File: config.mk
export PLATFORM = sky130hd
export DESIGN_NAME = axis_upsize_hdr_tuser
export DESIGN_NICKNAME = d
export VERILOG_FILES = /design/src/rtl/axis_upsize_hdr_tuser.sv
export SDC_FILE = /design/constraint.sdc
export NUM_CORES = 1
export LEC_CHECK = 0
export BUFFER_PORTS_ARGS = -buffer_cell sky130_fd_sc_hd__buf_2
export CAP_MARGIN = 20
export CORE_UTILIZATION = 45
export CTS_CLUSTER_SIZE = 20
export DETAILED_ROUTE_END_ITERATION = 8
export GPL_TIMING_DRIVEN = 0
export PLACE_DENSITY = 0.72
export SYNTH_ARGS = -nofsm -noshare
export SYNTH_HDL_FRONTEND = slang
export SYNTH_SLANG_ARGS = --single-unit
File: constraint.sdc
create_clock -name AXIS_ACLK -period 6.4 [get_ports AXIS_ACLK]
set_input_delay 0.96 -clock AXIS_ACLK [delete_from_list [all_inputs] [get_ports AXIS_ACLK]]
set_output_delay 0.96 -clock AXIS_ACLK [all_outputs]
set_load 0.005 [all_outputs]
File: src/rtl/axis_upsize_hdr_tuser.sv
// axis_upsize_hdr_tuser: packs IN_W-bit AXI-Stream words into IN_W*RATIO-bit beats, LSB lane first.
// Define AXIS_UPSZ_TUSER_HDR_EN to strip each packet's first word into M_AXIS_TUSER.
module axis_upsize_hdr_tuser #(
  parameter int IN_W  = 32,
  parameter int RATIO = 2,
  parameter int CNT_W = 16
) (
  input  logic                    AXIS_ACLK,
  input  logic                    AXIS_ARESET,
  input  logic [IN_W-1:0]         S_AXIS_TDATA,
  input  logic                    S_AXIS_TVALID,
  input  logic                    S_AXIS_TLAST,
  output logic                    S_AXIS_TREADY,
  output logic [IN_W*RATIO-1:0]   M_AXIS_TDATA,
  output logic [IN_W*RATIO/8-1:0] M_AXIS_TSTRB,
  output logic [IN_W-1:0]         M_AXIS_TUSER,
  output logic                    M_AXIS_TVALID,
  output logic                    M_AXIS_TLAST,
  input  logic                    M_AXIS_TREADY,
  output logic [CNT_W-1:0]        PKT_COUNT
);
  localparam int OUT_W = IN_W * RATIO;
  localparam int STB_W = OUT_W / 8;
  localparam int LB    = IN_W / 8;
  localparam int IDX_W = $clog2(RATIO);
  localparam logic [IDX_W-1:0] LAST_IDX = IDX_W'(RATIO - 1);
  logic [IDX_W-1:0] r_idx;
  logic [OUT_W-1:0] r_acc, r_tdata, w_beat_data;
  logic [STB_W-1:0] r_tstrb, w_beat_strb;
  logic             r_tvalid, r_tlast;
  logic [CNT_W-1:0] r_cnt;
  logic             w_in_xfer, w_m_xfer, w_hdr, w_emit;
  assign S_AXIS_TREADY = !AXIS_ARESET & (!r_tvalid | M_AXIS_TREADY);
  assign w_in_xfer     = S_AXIS_TVALID & S_AXIS_TREADY;
  assign w_m_xfer      = r_tvalid & M_AXIS_TREADY;
  assign w_emit        = w_in_xfer & (S_AXIS_TLAST | (!w_hdr & (r_idx == LAST_IDX)));
  // Accumulator lanes above r_idx are always zero, so the beat is the accumulator plus the incoming lane.
  always_comb begin
    w_beat_data = r_acc;
    w_beat_strb = '0;
    for (int k = 0; k < RATIO; k++) begin
      w_beat_data[k*IN_W +: IN_W] = (k == int'(r_idx)) ? S_AXIS_TDATA : r_acc[k*IN_W +: IN_W];
      w_beat_strb[k*LB +: LB]     = (k <= int'(r_idx)) ? {LB{1'b1}} : {LB{1'b0}};
    end
  end
  always_ff @(posedge AXIS_ACLK or posedge AXIS_ARESET) begin
    if (AXIS_ARESET) begin
      r_idx    <= '0;
      r_acc    <= '0;
      r_tdata  <= '0;
      r_tstrb  <= '0;
      r_tvalid <= 1'b0;
      r_tlast  <= 1'b0;
      r_cnt    <= '0;
    end else begin
      if (w_m_xfer) r_tvalid <= 1'b0;
      if (w_m_xfer & r_tlast) r_cnt <= r_cnt + 1'b1;
      if (w_emit) begin
        r_tvalid <= 1'b1;
        r_tlast  <= S_AXIS_TLAST;
        r_tdata  <= w_hdr ? '0 : w_beat_data;
        r_tstrb  <= w_hdr ? '0 : w_beat_strb;
      end
      if (w_in_xfer & !w_hdr) begin
        r_idx <= w_emit ? '0 : r_idx + 1'b1;
        r_acc <= w_emit ? '0 : w_beat_data;
      end
    end
  end
`ifdef AXIS_UPSZ_TUSER_HDR_EN
  typedef enum logic {S_HDR, S_PACK} state_t;
  state_t          r_state, w_state_nxt;
  logic [IN_W-1:0] r_user;
  always_ff @(posedge AXIS_ACLK or posedge AXIS_ARESET) begin
    if (AXIS_ARESET) r_state <= S_HDR;
    else r_state <= w_state_nxt;
  end
  always_comb begin
    w_state_nxt = r_state;
    if (w_in_xfer) w_state_nxt = S_AXIS_TLAST ? S_HDR : S_PACK;
  end
  // Header accept needs a free output slot, so TUSER never changes under a stalled beat.
  always_ff @(posedge AXIS_ACLK or posedge AXIS_ARESET) begin
    if (AXIS_ARESET) r_user <= '0;
    else if (w_in_xfer & w_hdr) r_user <= S_AXIS_TDATA;
  end
  assign w_hdr        = (r_state == S_HDR);
  assign M_AXIS_TUSER = r_user;
`else
  assign w_hdr        = 1'b0;
  assign M_AXIS_TUSER = '0;
`endif
  assign M_AXIS_TDATA  = r_tdata;
  assign M_AXIS_TSTRB  = r_tstrb;
  assign M_AXIS_TVALID = r_tvalid;
  assign M_AXIS_TLAST  = r_tlast;
  assign PKT_COUNT     = r_cnt;
endmodule

Word level (Yosys, flattened, before mapping) --
Index checks and enable logic that the tools add are counted. Widths: inputs -> output; s select.
Word-level totals: latch bits 0, logic and storage cells 27, memory bits (read-only) 0, memories 0, output and inout port bits 123, register bits after elaboration 155, bits of input ports 37, bits in writable memories 0
Cells by class: magnitude comparators 1, reduce and logical (&&, ||, !) cells 3, equal/unequal tests 0, add/sub/neg operators 2, bitwise gates (word level) 7, multiplexer cells 7, div/mod/pow operators 0, multipliers 0, shift-type cells 0
Operators with widths (count):
- $mux 32 | 2
- $mux 64 | 1
- $add 16x1->16 const B | 1
- $and 1x1->1 | 5
- $mux 4 | 1
- $mux 1 | 3
- $logic_not 1->1 | 2
- $or 1x1->1 | 2
- $reduce_bool 2->1 | 1
- $add 1x1->1 const B | 1
- $le 1x1->1 const A | 1

Logic depth before layout (Yosys ltp) --
depth in word-level cells 6, mapped depth 6, mapped depth without buffers 5

Worst setup path before layout --
OpenSTA, ideal clock, no wires.
path type input port to output port, start point input AXIS_ARESET, end point output S_AXIS_TREADY, path slack 0.912 ns, stages 2, data arrival time 4.528 ns, cell sequence inv_1 -> and2_1
On the way: word-level cells in the longest chain between the ends 2
RTL lines:
- start: declaration | RTL line 9 | input logic AXIS_ARESET,
- $logic_not 1->1 (no source line)
- $and 1x1->1 | RTL line 33 | assign S_AXIS_TREADY = !AXIS_ARESET & (!r_tvalid | M_AXIS_TREADY);
- end: declaration | RTL line 13 | output logic S_AXIS_TREADY,
Every way passes these cells.

Worst setup path after layout --
Same ends and word-level chain as after synthesis.

==> summary.md <==
| Metric | Value |
|---|---|
| Largest net degree at the start of global routing | 95 |
| Comb pwr share | 17.6% |
| Number of clock sinks seen by CTS | 149 |
| Worst hold margin | 467.0 ps |
| Yosys warning count | 0 |
| Global-route wire length before repair | about 24 mm |
| Flip-flop and latch count after synthesis | 149 |
| Count of buffers from port buffering | around 130 |
| Die span in y | 121.2 um |
| Fraction of power spent switching nets | 26.03% |
| Met3 layer usage reported by global route | just over 6% |
| Area occupied by multi-input gates | ~2300 um2 |
| Most repeated cell in the gate-level netlist after synthesis | sky130_fd_sc_hd__dfrtp_1 |
| Count of hold buffers inserted by post-cts repair | 0 |
| Launching point of the worst reg2reg path | r_idx |
| Global route overflow | 0 |
| DR vias | 4797 |
| Clock insertion delay at the later pin of the skew report | 420 ps |
| Setup repair after global routing missed its margin | no |
| Clock root buffer | sky130_fd_sc_hd__clkbuf_16 |
| Clock transition at path regs | 60 ps |
| Buffer levels on the longest clock path | 2 |
| H-tree depth | 4 |
| Non-filler cells, final | 972 |
| Layout fillers | approximately 1200 |
| Routed WL per cell | 15.33 um |
| Hold wc startpoint | r_acc[3] |
| Power Internal | between 2000 and 2500 uW |
| Instance count after placement with tap cells included | 940 |
| Met2 Resource Use GR | roughly a third |
| Number of enable flip-flop cells after synthesis | 0 |
| Area Growth Syn to Fin | 26.50% |
| Starting Density | 46.06% |
| Final net count | 817 |
| Setup_tns | 0 ps |
| Average cell area after synthesis | between 10 and 15 um2 |
| R2R setup slack | between 4000 and 5000 ps |
| Worst endpoint data arrival time | 2330 ps |
| Share of the clock period used by the worst path after layout | between 50 and 60% |
| Setup repair bufs after CTS | 0 |
| Fin crit period | 3291 ps |
| Initial antenna violation count | 1 |
| Post-synthesis instance area | 6394 um2 |
| Max-slew violation total from the final report | 0 |
| Met1 layer usage reported by global route | approximately 28% |
| Slew of the pin with the lowest slew margin | ~720 ps |
| Number of maximum-capacitance constraint violations | 0 |
| Kind of start point of the critical path | input port |
| Status | complete, no violations |
| Synth top cells by count | 149 x sky130_fd_sc_hd__dfrtp_1, 138 x sky130_fd_sc_hd__nand2_1, 64 x sky130_fd_sc_hd__mux2i_1 |
| Die Span X | 121.2 um |
| Fraction of layout cells with a size suffix above 1 | 27.97% |
| Post-route cell area | roughly 8100 um2 |
| I/O pin count | 160 |
| Min-Delay Path Depth | 2 |
| Largest area contributor in the synthesized netlist | sky130_fd_sc_hd__dfrtp_1 |
| Total cell area at the placement stage | 7403 um2 |
| Tightest Hold Check Type | reg -> reg |
| Worst Clk Skew | between 5 and 6 ps |
| Total of endpoints with negative setup slack in the final report | 0 |
| Post-synthesis sequential area ratio | between 50% and 60% |
| Nature of the critical path endpoint | output port |
| Total power density per cell area | about 350 nW/um2 |
| # rows | 43 |
| Number of global-route vias before repair | 4553 |
| End point of the worst hold path | r_acc[3] |
| Leak | around 0.0043 uW |
| Top_reg_cell synth | sky130_fd_sc_hd__dfrtp_1 |
| Share of power burned in registers | a little over two fifths |
| GR Util All Layers | 21.35% |
| Critical path fanouts, max | 94 |
| Drt pass-1 iters | 4 |
| Gates resized, CTS repair | 0 |
| Footprint of the flip-flops and latches | around 3700 um2 |
| Total clock buffers created by CTS | 17 |
| Leading post-synthesis cells by cell area | sky130_fd_sc_hd__dfrtp_1 58%, sky130_fd_sc_hd__mux2i_1 10%, sky130_fd_sc_hd__nand2_1 8.1% |
| Fraction of synthesis flops using an asynchronous set or reset pin | 100.0% |
| Last weighted congestion value of the routability-driven placer | about 0.76 |
| Placeable Area | 13880 um2 |
| Cell depth of the worst flop-to-flop path | 6 |
| Number of DRC markers in iteration 0 | 293 |
| Count of endpoints failing hold in the final timing report | 0 |
| Sum of routed wire length over all layers | 14.90 mm |
| Maximum resistive drop on vdd | 0.1679 mV |
| Critical path type | in -> out |
| Residual DRC count | 0 |
| Distinct cell type count of the synthesized netlist | 28 |
| Share of the synthesized area in the top cell type | 58.32% |
| Max-slew headroom at the worst pin | 51.88% |
| DR vias/cell | 4.935 |
| Number of nets with antenna violations after detailed routing | 0 |
| Timing-limited maximum frequency | between 0.3 and 0.4 GHz |
| Total die area | ~15000 um2 |
| HPWL after DPL | 10.56 mm |
| Highest-utilization routing layer at the global route stage | met2 |
| TritonCTS clock tree | done |
| Psw | 731.0 uW |
| Share of total power in the clock network | 40.6% |
| Req. time, crit path | 5440 ps |
| Gate Count Post-Synth | 601 |
| End of the worst register-to-register path | M_AXIS_TDATA[22] |
## critical path: stages
cell	delay, ps
sky130_fd_sc_hd__buf_2	120
sky130_fd_sc_hd__inv_6	410
sky130_fd_sc_hd__buf_16	420
sky130_fd_sc_hd__and2_1	240
sky130_fd_sc_hd__buf_2	130
## sequential cells by signal, summed over array words and instances, names as in the netlist
name and flops:
M_AXIS_TDATA 64, M_AXIS_TLAST 1, M_AXIS_TSTRB 2, M_AXIS_TVALID 1, PKT_COUNT 16, r_acc 64
r_idx 1
## logic make-up after synthesis
family | Yosys count | synth area share, %
simple gates | 227 | 16.32
flops | 149 | 58.32
buf+inv | 76 | 7.162
compound gates | 67 | 5.695
mux | 65 | 10.20
xor+xnor | 15 | 2.055
fa+ha+maj | 1 | 0.1957
other cells | 1 | 0.05865
## power groups by stage
stage	clock network (uW)	registers (uW)	logic, uW
final	1140	1170	494
after global placement	0	1180	483
after CTS	1160	1180	502
after detailed placement	0	1190	499
after floorplan	0	1190	272
after global routing	1200	1190	558
## layer usage
| layer | share of wire [%] | vias to the layer above | wire length, um |
|---|---|---|---|
| met4 | 1.1 | 0 | 166 |
| met3 | 6.1 | 13 | 911 |
| li1 | - | 2280 | - |
| met5 | 0 | - | 0 |
| met1 | 44 | 2359 | 6587 |
| met2 | 49 | 145 | 7234 |
## placed cells by master, fill, tap and decap left out, drive strengths merged
cell type / synthesis / layout
nand4: 3 / 3
conb: 1 / 32
and2: 34 / 34
clkbuf: 15 / 37
dfrtp: 149 / 149
nor4: 3 / 3
a22o: 2 / 2
nand2: 138 / 138
mux2: 1 / 1
nor2: 3 / 3
xnor2: 9 / 9
o2111ai: 1 / 1
nor3: 2 / 2
buf: 58 / 186
nand2b: 2 / 2
bufinv: 0 / 6
clkinvlp: 0 / 2
and4: 1 / 1
xor2: 6 / 6
inv: 3 / 3
o21ai: 64 / 64
mux2i: 64 / 64
nand3: 38 / 38
diode: 0 / 2
and3: 3 / 3
ha: 1 / 1
## final cells by class
| class | count | area share [%] |
|---|---|---|
| inverter | 3 | 0.2011 |
| tap | 180 | 2.785 |
| timing repair buffer | 128 | 8.199 |
| multi-input combinational | 407 | 28.73 |
| antenna | 2 | 0.06188 |
| sequential | 149 | 46.10 |
| buffer | 73 | 5.523 |
| clock inverter | 8 | 2.413 |
| clock buffer | 22 | 5.987 |
## stage by stage
step | total power, uW | worst slack, ps | utilization [%]
after floorplan | 1458 | 911.7 | -
after global placement | 1665 | -848.2 | 53.10
after detailed placement | 1690 | 3042 | 53.34
after global routing | 2947 | 2932 | 58.25
final | 2809 | 3109 | 58.27
after CTS | 2835 | 3041 | 58.23
## worst max-delay path by stage
stage | endpoint | startpoint | cells past startpoint | slack (ps)
after floorplan | S_AXIS_TREADY | AXIS_ARESET | 2 | 910
after global placement | r_acc[14] | AXIS_ARESET | 6 | -850
after detailed placement | S_AXIS_TREADY | AXIS_ARESET | 5 | 3040
after CTS | S_AXIS_TREADY | AXIS_ARESET | 5 | 3040
after global routing | S_AXIS_TREADY | AXIS_ARESET | 5 | 2930
final | S_AXIS_TREADY | AXIS_ARESET | 5 | 3110
Note: power is estimated with default switching activity, not from simulation.
